===== src/rtl/lagarto0_pkg.sv =====
// Shared fetch-path types and constants for the lagarto0 core.
package lagarto0_pkg;

    localparam int ADDR_SIZE        = 64;
    localparam int ICACHE_LINE_SIZE = 128;
    localparam int LINE_BYTES       = ICACHE_LINE_SIZE / 8;

    localparam logic [ADDR_SIZE-1:0] RESET_ADDRESS = '0;

    typedef enum logic [1:0] {
        FS_LOOKUP,
        FS_MISS,
        FS_REFILL,
        FS_DRAIN
    } fetch_state_t;

endpackage


===== src/rtl/fetch_pc_gen.sv =====
// Fetch PC register: reset > redirect > advance > hold, plus line-aligned and next-line PCs.
module fetch_pc_gen
    import lagarto0_pkg::*;
(
    input  logic                 clk_i,
    input  logic                 rst_i,
    input  logic                 redirect_i,
    input  logic [ADDR_SIZE-1:0] redirect_pc_i,
    input  logic                 advance_i,
    output logic [ADDR_SIZE-1:0] pc_o,
    output logic [ADDR_SIZE-1:0] line_pc_o,
    output logic [ADDR_SIZE-1:0] next_pc_o
);

    localparam logic [ADDR_SIZE-1:0] LINE_MASK = ~(ADDR_SIZE'(LINE_BYTES) - ADDR_SIZE'(1));
    localparam logic [ADDR_SIZE-1:0] WORD_MASK = ~ADDR_SIZE'(3);

    logic [ADDR_SIZE-1:0] pc_q;

    assign pc_o      = pc_q;
    assign line_pc_o = pc_q & LINE_MASK;
    // Sequential fetch always moves to the start of the following line; wraps at the top.
    assign next_pc_o = line_pc_o + ADDR_SIZE'(LINE_BYTES);

    // NOTE: state registers use non-blocking assignments so every flop samples pre-edge values.
    always_ff @(posedge clk_i) begin
        if (rst_i) begin
            pc_q <= RESET_ADDRESS;
        end else if (redirect_i) begin
            pc_q <= redirect_pc_i & WORD_MASK;
        end else if (advance_i) begin
            pc_q <= next_pc_o;
        end
    end

endmodule


===== src/rtl/fetch_seq_ctrl.sv =====
// L1 instruction-fetch sequencer: icache lookup, iqueue push, line refill and redirect handling.
module fetch_seq_ctrl
    import lagarto0_pkg::*;
(
    input  logic                        clk_i,
    input  logic                        rst_i,
    input  logic                        redirect_i,
    input  logic [ADDR_SIZE-1:0]        redirect_pc_i,
    input  logic                        iq_full_i,
    output logic                        iq_wr_o,
    output logic                        iq_flush_o,
    output logic                        ic_req_o,
    output logic [ADDR_SIZE-1:0]        ic_pc_o,
    input  logic                        ic_hit_i,
    output logic                        ic_refill_we_o,
    output logic [ADDR_SIZE-1:0]        ic_refill_addr_o,
    output logic [ICACHE_LINE_SIZE-1:0] ic_refill_line_o,
    output logic                        mem_req_o,
    output logic [ADDR_SIZE-1:0]        mem_addr_o,
    input  logic                        mem_ack_i,
    input  logic [ICACHE_LINE_SIZE-1:0] mem_line_i,
    output logic                        busy_o
);

    fetch_state_t state_q, state_d;

    logic [ADDR_SIZE-1:0]        pc, line_pc, next_pc;
    logic                        advance;
    logic                        addr_load, buf_load;
    logic [ADDR_SIZE-1:0]        mem_addr_q;
    logic [ICACHE_LINE_SIZE-1:0] buf_q;

    fetch_pc_gen u_pc_gen (
        .clk_i         (clk_i),
        .rst_i         (rst_i),
        .redirect_i    (redirect_i),
        .redirect_pc_i (redirect_pc_i),
        .advance_i     (advance),
        .pc_o          (pc),
        .line_pc_o     (line_pc),
        .next_pc_o     (next_pc)
    );

    // NOTE: every output of this block is defaulted first so no path can infer a latch.
    always_comb begin
        state_d        = state_q;
        iq_wr_o        = 1'b0;
        iq_flush_o     = redirect_i;
        ic_req_o       = 1'b0;
        mem_req_o      = 1'b0;
        ic_refill_we_o = 1'b0;
        advance        = 1'b0;
        addr_load      = 1'b0;
        buf_load       = 1'b0;

        unique case (state_q)
            FS_LOOKUP: begin
                ic_req_o = 1'b1;
                if (!redirect_i) begin
                    if (ic_hit_i) begin
                        iq_wr_o = !iq_full_i;
                        advance = !iq_full_i;
                    end else begin
                        addr_load = 1'b1;
                        state_d   = FS_MISS;
                    end
                end
            end
            FS_MISS: begin
                mem_req_o = 1'b1;
                // A redirect makes the outstanding line useless; drain it instead of refilling.
                if (mem_ack_i) begin
                    buf_load = !redirect_i;
                    state_d  = redirect_i ? FS_LOOKUP : FS_REFILL;
                end else if (redirect_i) begin
                    state_d = FS_DRAIN;
                end
            end
            FS_REFILL: begin
                ic_refill_we_o = 1'b1;
                state_d        = FS_LOOKUP;
            end
            FS_DRAIN: begin
                mem_req_o = 1'b1;
                if (mem_ack_i) begin
                    state_d = FS_LOOKUP;
                end
            end
            default: state_d = FS_LOOKUP;
        endcase
    end

    // NOTE: the refill buffer is a plain register, so it is cleared on reset like any other flop.
    always_ff @(posedge clk_i) begin
        if (rst_i) begin
            state_q    <= FS_LOOKUP;
            mem_addr_q <= '0;
            buf_q      <= '0;
        end else begin
            state_q <= state_d;
            if (addr_load) begin
                mem_addr_q <= line_pc;
            end
            if (buf_load) begin
                buf_q <= mem_line_i;
            end
        end
    end

    // pc is frozen from miss to refill, so line_pc still names the missing line here.
    assign ic_pc_o          = pc;
    assign ic_refill_addr_o = line_pc;
    assign ic_refill_line_o = buf_q;
    assign mem_addr_o       = mem_addr_q;
    assign busy_o           = (state_q != FS_LOOKUP);

endmodule


===== config.mk =====
export PLATFORM = sky130hd
export DESIGN_NAME = fetch_seq_ctrl
export DESIGN_NICKNAME = d
export VERILOG_FILES = /design/src/rtl/lagarto0_pkg.sv /design/src/rtl/fetch_pc_gen.sv /design/src/rtl/fetch_seq_ctrl.sv
export SDC_FILE = /design/constraint.sdc
export NUM_CORES = 1
export LEC_CHECK = 0
export ABC_AREA = 1
export CAP_MARGIN = 20
export CELL_PAD_IN_SITES_DETAIL_PLACEMENT = 0
export CELL_PAD_IN_SITES_GLOBAL_PLACEMENT = 1
export CORE_MARGIN = 1.5
export CORE_UTILIZATION = 28
export DETAILED_ROUTE_END_ITERATION = 12
export DONT_BUFFER_PORTS = 1
export PLACE_DENSITY_LB_ADDON = 0.1
export SLEW_MARGIN = 20
export SYNTH_ARGS = -nofsm -noshare
export SYNTH_HDL_FRONTEND = slang
export SYNTH_SLANG_ARGS = --single-unit

===== constraint.sdc =====
create_clock -name clk_i -period 1.83 [get_ports clk_i]
set_clock_uncertainty 0.05 [all_clocks]
set_input_delay 0.366 -clock clk_i [delete_from_list [all_inputs] [get_ports clk_i]]
set_output_delay 0.366 -clock clk_i [all_outputs]
set_load 0.01 [all_outputs]

==> results of run 1 <==
==> what timing repair did <==
item,CTS,global route
setup endpoints to repair,19,45
pin swaps,5,23
hold buffers,187,0
resized for setup,18,83
setup buffers,4,7
endpoints found under the hold margin,190,0
==> critical path: stages (launching register included) <==
cell     delay [ns]
dfxtp_2        0.33
nor2_4         0.24
nand2_8        0.10
nor2_4         0.12
buf_8          0.15
==> layout by cell type (no fill, tap or decap), types with 3 or more instances in the layout <==
master and count:
dfxtp_4 3, inv_2 6, o2111ai_1 3, a22oi_1 6, buf_12 15, dfxtp_1 232
nand2_4 7, nor3_1 7, nand4_1 18, dfxtp_2 17, nor2_1 419, clkinv_2 4
nand2_2 15, nor2_2 26, clkbuf_8 4, nand3b_1 5, o21bai_1 5, inv_1 76
nor2_4 20, clkbuf_1 9, o211ai_1 6, nand2_1 219, buf_4 158, nor4_1 3
o21ai_0 215, bufinv_16 6, a21oi_2 5, a32oi_1 3, a31oi_1 20, a21oi_1 74
xnor2_1 3, nand3_2 6, dlygate4sd3_1 185, o21ai_1 12, conb_1 10, clkbuf_16 32
nand3_1 55
==> flip-flops by register name, indices dropped and copies added, names as in the netlist <==
name,flops
ic_refill_line_o,128
u_pc_gen.pc_o,62
state_q,2
mem_addr_o,60
==> power by group <==
| part | internal (mW) | leakage [nW] | switching (mW) |
|---|---|---|---|
| sequential | 5.75 | 2.07 | 0.310 |
| clock | 4.13 | 0.535 | 2.53 |
| combinational | 0.732 | 3.68 | 0.976 |
| total | 10.6 | 6.28 | 3.82 |
==> per-stage QoR <==
stage / util (%) / std cells / TNS (ns)
after floorplan: - / 1674 / 0
after global placement: 31.33 / 2207 / -0.1559
after detailed placement: 31.33 / 2207 / -0.2858
after CTS: 38.91 / 2456 / -0.2884
after global routing: 39.58 / 2463 / -0.3864
final: 39.58 / 2463 / -0.1456
==> kinds of logic after synthesis <==
kind of cell	synth area share [%]
adders and majority gates	0.1079
xor gates and xnor gates	0.4531
and+or+nand+nor	29.20
DFF	43.50
buffers and inverters	10.77
other	0.03233
AOI/OAI and AO/OA	15.93
==> synth_stat cells (6+ instances only) <==
master	n	area, um2
nand2_1	232	870.8
buf_2	32	160.2
nor2_4	12	135.1
o21ai_1	6	30.03
a31oi_1	20	125.1
nand3_1	62	310.3
o211ai_1	6	45.04
buf_4	74	555.5
dfxtp_1	252	5045
nand4_1	18	112.6
clkbuf_1	57	214.0
nor3_1	8	40.04
a21oi_1	78	390.4
o21ai_0	221	1106
nor2_2	10	62.56
nor2_1	443	1663
inv_1	81	304.0
a22oi_1	6	45.04
==> area by class of cell <==
cell class	count	area (um2)
fill	4332	24670
clock inverter	14	234.0
timing repair buffer	362	3417
tap	532	665.6
multi-input combinational	1174	5577
inverter	85	324.1
sequential	252	5077
clock buffer	44	864.6
==> worst max path at each step <==
| stage | from | to | slack, ns | cells past startpoint |
|---|---|---|---|---|
| floorplan | u_pc_gen.pc_o[4] | u_pc_gen.pc_o[58] | 0.12 | 10 |
| global placement | u_pc_gen.pc_o[31] | u_pc_gen.pc_o[63] | -0.06 | 11 |
| detailed placement | u_pc_gen.pc_o[5] | u_pc_gen.pc_o[39] | -0.05 | 9 |
| CTS | state_q[0] | iq_wr_o | -0.18 | 4 |
| global route | state_q[1] | iq_wr_o | -0.17 | 4 |
| finish | state_q[1] | iq_wr_o | -0.11 | 4 |
==> per-layer routing <==
| layer | vias to the layer above | share of wire [%] |
|---|---|---|
| li1 | 5822 | - |
| met1 | 5522 | 41 |
| met2 | 389 | 50 |
| met3 | 50 | 7.8 |
| met4 | 0 | 1.5 |
| met5 | - | 0 |
==> reports/qor.csv, run 1 <==
metric;value;unit
grt_pass1_wl;71530;um
antenna_found_initial;0;
async_reset_ff_share;0;%
clock_sinks;252;
insertion_delay;0.58;ns
synthCells;1665;
wl_per_cell;20.61;um
die_width;206.5;um
cts_root_buf;clkbuf_16;
yosysWarnings;0;
nets;2105;
p_leak;6.280;nW
initial_core_util;28.40;%
h-tree-depth;1;
r2r_slack;0.05;ns
critPathRequiredTime;1.41;ns
die_h;206.5;um
worstRegToRegCells;10;
finalPower;14.43;mW
grt_use_met2;40.05;%
core_area;0.04083;mm2
cp_max_fo;8;
violations;negative setup slack;
syn_to_final_growth;39.34;%
cts-buffers-inserted;31;
io_buffers;0;
final_max_slew_viol_count;0;
whs_path_depth;2;
drv_cap;0;
seq_area_frac_synth;43.50;%
worst-setup-path-type;reg2out;
netlist_area;0.01160;mm2
post_drt_via_cell_ratio;4.784;
postLayoutCellArea;0.01616;mm2
p_per_area;892.7;mW/mm2
dp_hpwl;36870;um
min_path_type;in2reg;
cp-start-kind;flop;
worstPathArrival;1.52;ns
max_freq;515.7;MHz
antenna_left;0;
clk_path_buf_depth;3;
first_global_vias;11261;
cts_tree;done;
setup_violations;2;
whs_endpoint;ic_refill_line_o[6];
firstDrtPassIters;5;
grt_remaining_overflow;0;
worst_setup_path_end_kind;output pin;
use_met3;5.850;%
ys_seq_elements;252;
use_met1;26.65;%
rsz0062_at_grt;yes;
fp.dieArea;0.04265;mm2
setup_ws;-0.1093;ns
track_usage;22.37;%
drtIter0Drc;723;
hold_slack;0.01246;ns
reg2reg_to;u_pc_gen.pc_o[27];
hold_violations;0;
place_congestion;0.8408;
fin_crit_sh;106.0;%
top_level_ports;524;
drc_errors;0;
ir_worst_vdd;0.0005926;V
synth_edf_count;0;
num_vias;11783;
hp-start;mem_line_i[6];
status;complete, but fails checks;
place_area;0.01279;mm2
clk_pin_slew;0.06;ns
r2r-start;u_pc_gen.pc_o[5];
synth_ff_type;dfxtp_1;
grt_max_degree;95;
preCtsSetupSlack;-0.05404;ns
drive_above_1_share;17.71;%
diodes;0;
period_needed;1.939;ns
syn_avg_cell_area;6.965;um2
synth_cell_types;36;
row_count;74;
busiest_layer;met2;
drt_wl_total;50750;um
(Power assumes the default switching activity.)
==> run 2: changes to the inputs <==
- CAP_MARGIN: 20 -> default
- CTS_CLUSTER_SIZE: default -> 12
==> results of run 2 <==
Final layout, timing and power as in run 1 (identical DEF).
==> run 3: changes to the inputs <==
- MAX_ROUTING_LAYER: default -> met4
==> run 3 against run 2 <==
Effect of this change:
- the flow still finishes with violations (negative setup slack)
- routed wire length grew 0.13%
- power is essentially flat
- clock power is essentially flat
- critical path type unchanged
- register-to-register slack is essentially flat
- utilization is essentially flat
==> reports/qor.csv, run 3 (synthesized netlist as in run 1, its figures left out) <==
metric;value;unit;change
grt_max_degree;95;;unchanged
worstPathArrival;1.53;ns;about the same
firstDrtPassIters;5;;unchanged
die_width;206.5;um;unchanged
die_h;206.5;um;unchanged
clk_pin_slew;0.06;ns;about the same
insertion_delay;0.57;ns;about the same
period_needed;1.942;ns;+0.003074 ns
place_area;0.01279;mm2;unchanged
worstSetupStartpoint;state_q[1];;
crit_end;iq_wr_o;;
use_met3;5.676;%;-0.17 points
violations;negative setup slack;;
worst-setup-path-type;reg2out;;
regArea;0.005076;mm2;about the same
drt_wl_total;50820;um;+0.13%
final_common_cell;nor2_1;;
busiest_layer;met2;;
drive_above_1_share;17.61;%;-0.10 points
r2r-start;u_pc_gen.pc_o[5];;
fin_cells;2463;;unchanged
track_usage;23.04;%;+0.68 points
syn_to_final_growth;39.30;%;about the same
io_buffers;0;;unchanged
place_congestion;0.8547;;+1.7%
nets;2105;;unchanged
first_global_vias;11272;;+0.098%
layout_common_cells;nor2_1, dfxtp_1, nand2_1;;
critPathSlowestCell;dfxtp_2;;
fp.dieArea;0.04265;mm2;unchanged
grt_remaining_overflow;0;;unchanged
antenna_left;0;;unchanged
wl_per_cell;20.63;um;+0.13%
clock_sinks;252;;unchanged
rsz0062_at_grt;yes;;
multi_input_area;0.005574;mm2;about the same
drv_cap;0;;unchanged
reg2reg_to;u_pc_gen.pc_o[27];;
fin_crit_sh;106.1;%;+0.17 points
setup_ws;-0.1124;ns;-0.003074 ns
cp_slowest_stage_delay;0.34;ns;about the same
hold_violations;0;;unchanged
fillers;4332;;unchanged
diodes;0;;unchanged
cts_tree;done;;
worstRegToRegCells;10;;unchanged
final_max_slew_viol_count;0;;unchanged
fin_util;39.57;%;about the same
drtIter0Drc;758;;+4.8%
drc_errors;0;;unchanged
top_level_ports;524;;unchanged
min_path_type;in2reg;;
h-tree-depth;1;;unchanged
dp_hpwl;36870;um;unchanged
crit_top_cell;nor2_4;;
postLayoutCellArea;0.01616;mm2;about the same
max_freq;514.8;MHz;-0.16%
grt_pass1_wl;71550;um;about the same
setup_violations;2;;unchanged
num_vias;11777;;-0.051%
r2r_slack;0.04;ns;about the same
initial_core_util;28.40;%;unchanged
cp_cell_sequence;nor2_4, nand2_8, nor2_4, buf_8;;
post_drt_via_cell_ratio;4.782;;about the same
status;complete, but fails checks;;
cp_max_fo;8;;unchanged
critPathRequiredTime;1.41;ns;about the same
ir_worst_vdd;0.0005916;V;-0.17%
finalPower;14.42;mW;about the same
largest_register_ffs;128;;unchanged
p_leak;6.280;nW;about the same
dp.cells;2207;;unchanged
use_met1;26.71;%;+0.058 points
cp-start-kind;flop;;
cts_root_buf;clkbuf_16;;
clk_path_buf_depth;3;;unchanged
core_area;0.04083;mm2;unchanged
preCtsSetupSlack;-0.05404;ns;unchanged
worst_setup_path_end_kind;output pin;;
antenna_found_initial;0;;unchanged
p_per_area;892.6;mW/mm2;about the same
cts-buffers-inserted;31;;unchanged
row_count;74;;unchanged
grt_use_met2;40.10;%;+0.048 points
run 3: changes by cell type in the layout (fill, tap and decap cells not counted):
cell and change:
nor2_1 +1, dfxtp_1 +1, dfxtp_2 -1, nor2_2 -1
run 3: per-stage QoR:
step | setup TNS, ns | hold WS (ns)
after CTS | -0.2884 | 0.0006143
final | -0.1532 | 0.02338
after global routing | -0.3973 | 0.01159
after detailed placement | -0.2858 | 0.3991
after floorplan | 0 | 0.4339
after global placement | -0.1559 | 0.3941
run 3: routing by layer:
metal	vias up	routed length, um	part of all wire (%)
li1	5822	-	-
met1	5506	20720	41
met2	396	25260	50
met3	53	4065	8.0
met4	0	771	1.5
met5	-	0	0
run 3: cell type report:
type                       instances  share of cell area, %
clock buffer                      44                  5.352
clock inverter                    14                  1.448
inverter                          85                  2.006
multi-input combinational       1174                  34.50
sequential                       252                  31.42
tap                              532                  4.120
timing repair buffer             362                  21.15
run 3: power breakdown:
part           internal [mW]  total, mW  switching (mW)
Combinational          0.732       1.71           0.976
Sequential              5.75       6.06           0.309
Clock                   4.13       6.66            2.53
Total                   10.6       14.4            3.81
run 3: critical path, delay by kind of cell (launching register included):
| kind | cells | cell delay, ns |
|---|---|---|
| AND/OR/NAND/NOR | 3 | 0.47 |
| flip-flops | 1 | 0.34 |
| buffers and inverters | 1 | 0.15 |
run 3: worst min path at each step:
stage | cells past startpoint | slack, ns | from | to
after global routing | 2 | 0.01 | redirect_i | u_pc_gen.pc_o[24]
final | 2 | 0.02 | mem_line_i[6] | ic_refill_line_o[6]
after detailed placement | 1 | 0.40 | rst_i | u_pc_gen.pc_o[18]
after floorplan | 2 | 0.43 | u_pc_gen.pc_o[2] | u_pc_gen.pc_o[2]
after global placement | 1 | 0.39 | rst_i | u_pc_gen.pc_o[18]
after CTS | 2 | 0.0006 | redirect_i | u_pc_gen.pc_o[33]
run 3: what timing repair did:
item	in CTS	in global routing
hold endpoints to repair	190	0
resized for setup	18	81
pin swaps	5	23
setup buffers	4	7
hold buffers	187	0
endpoints found under the setup margin	19	46
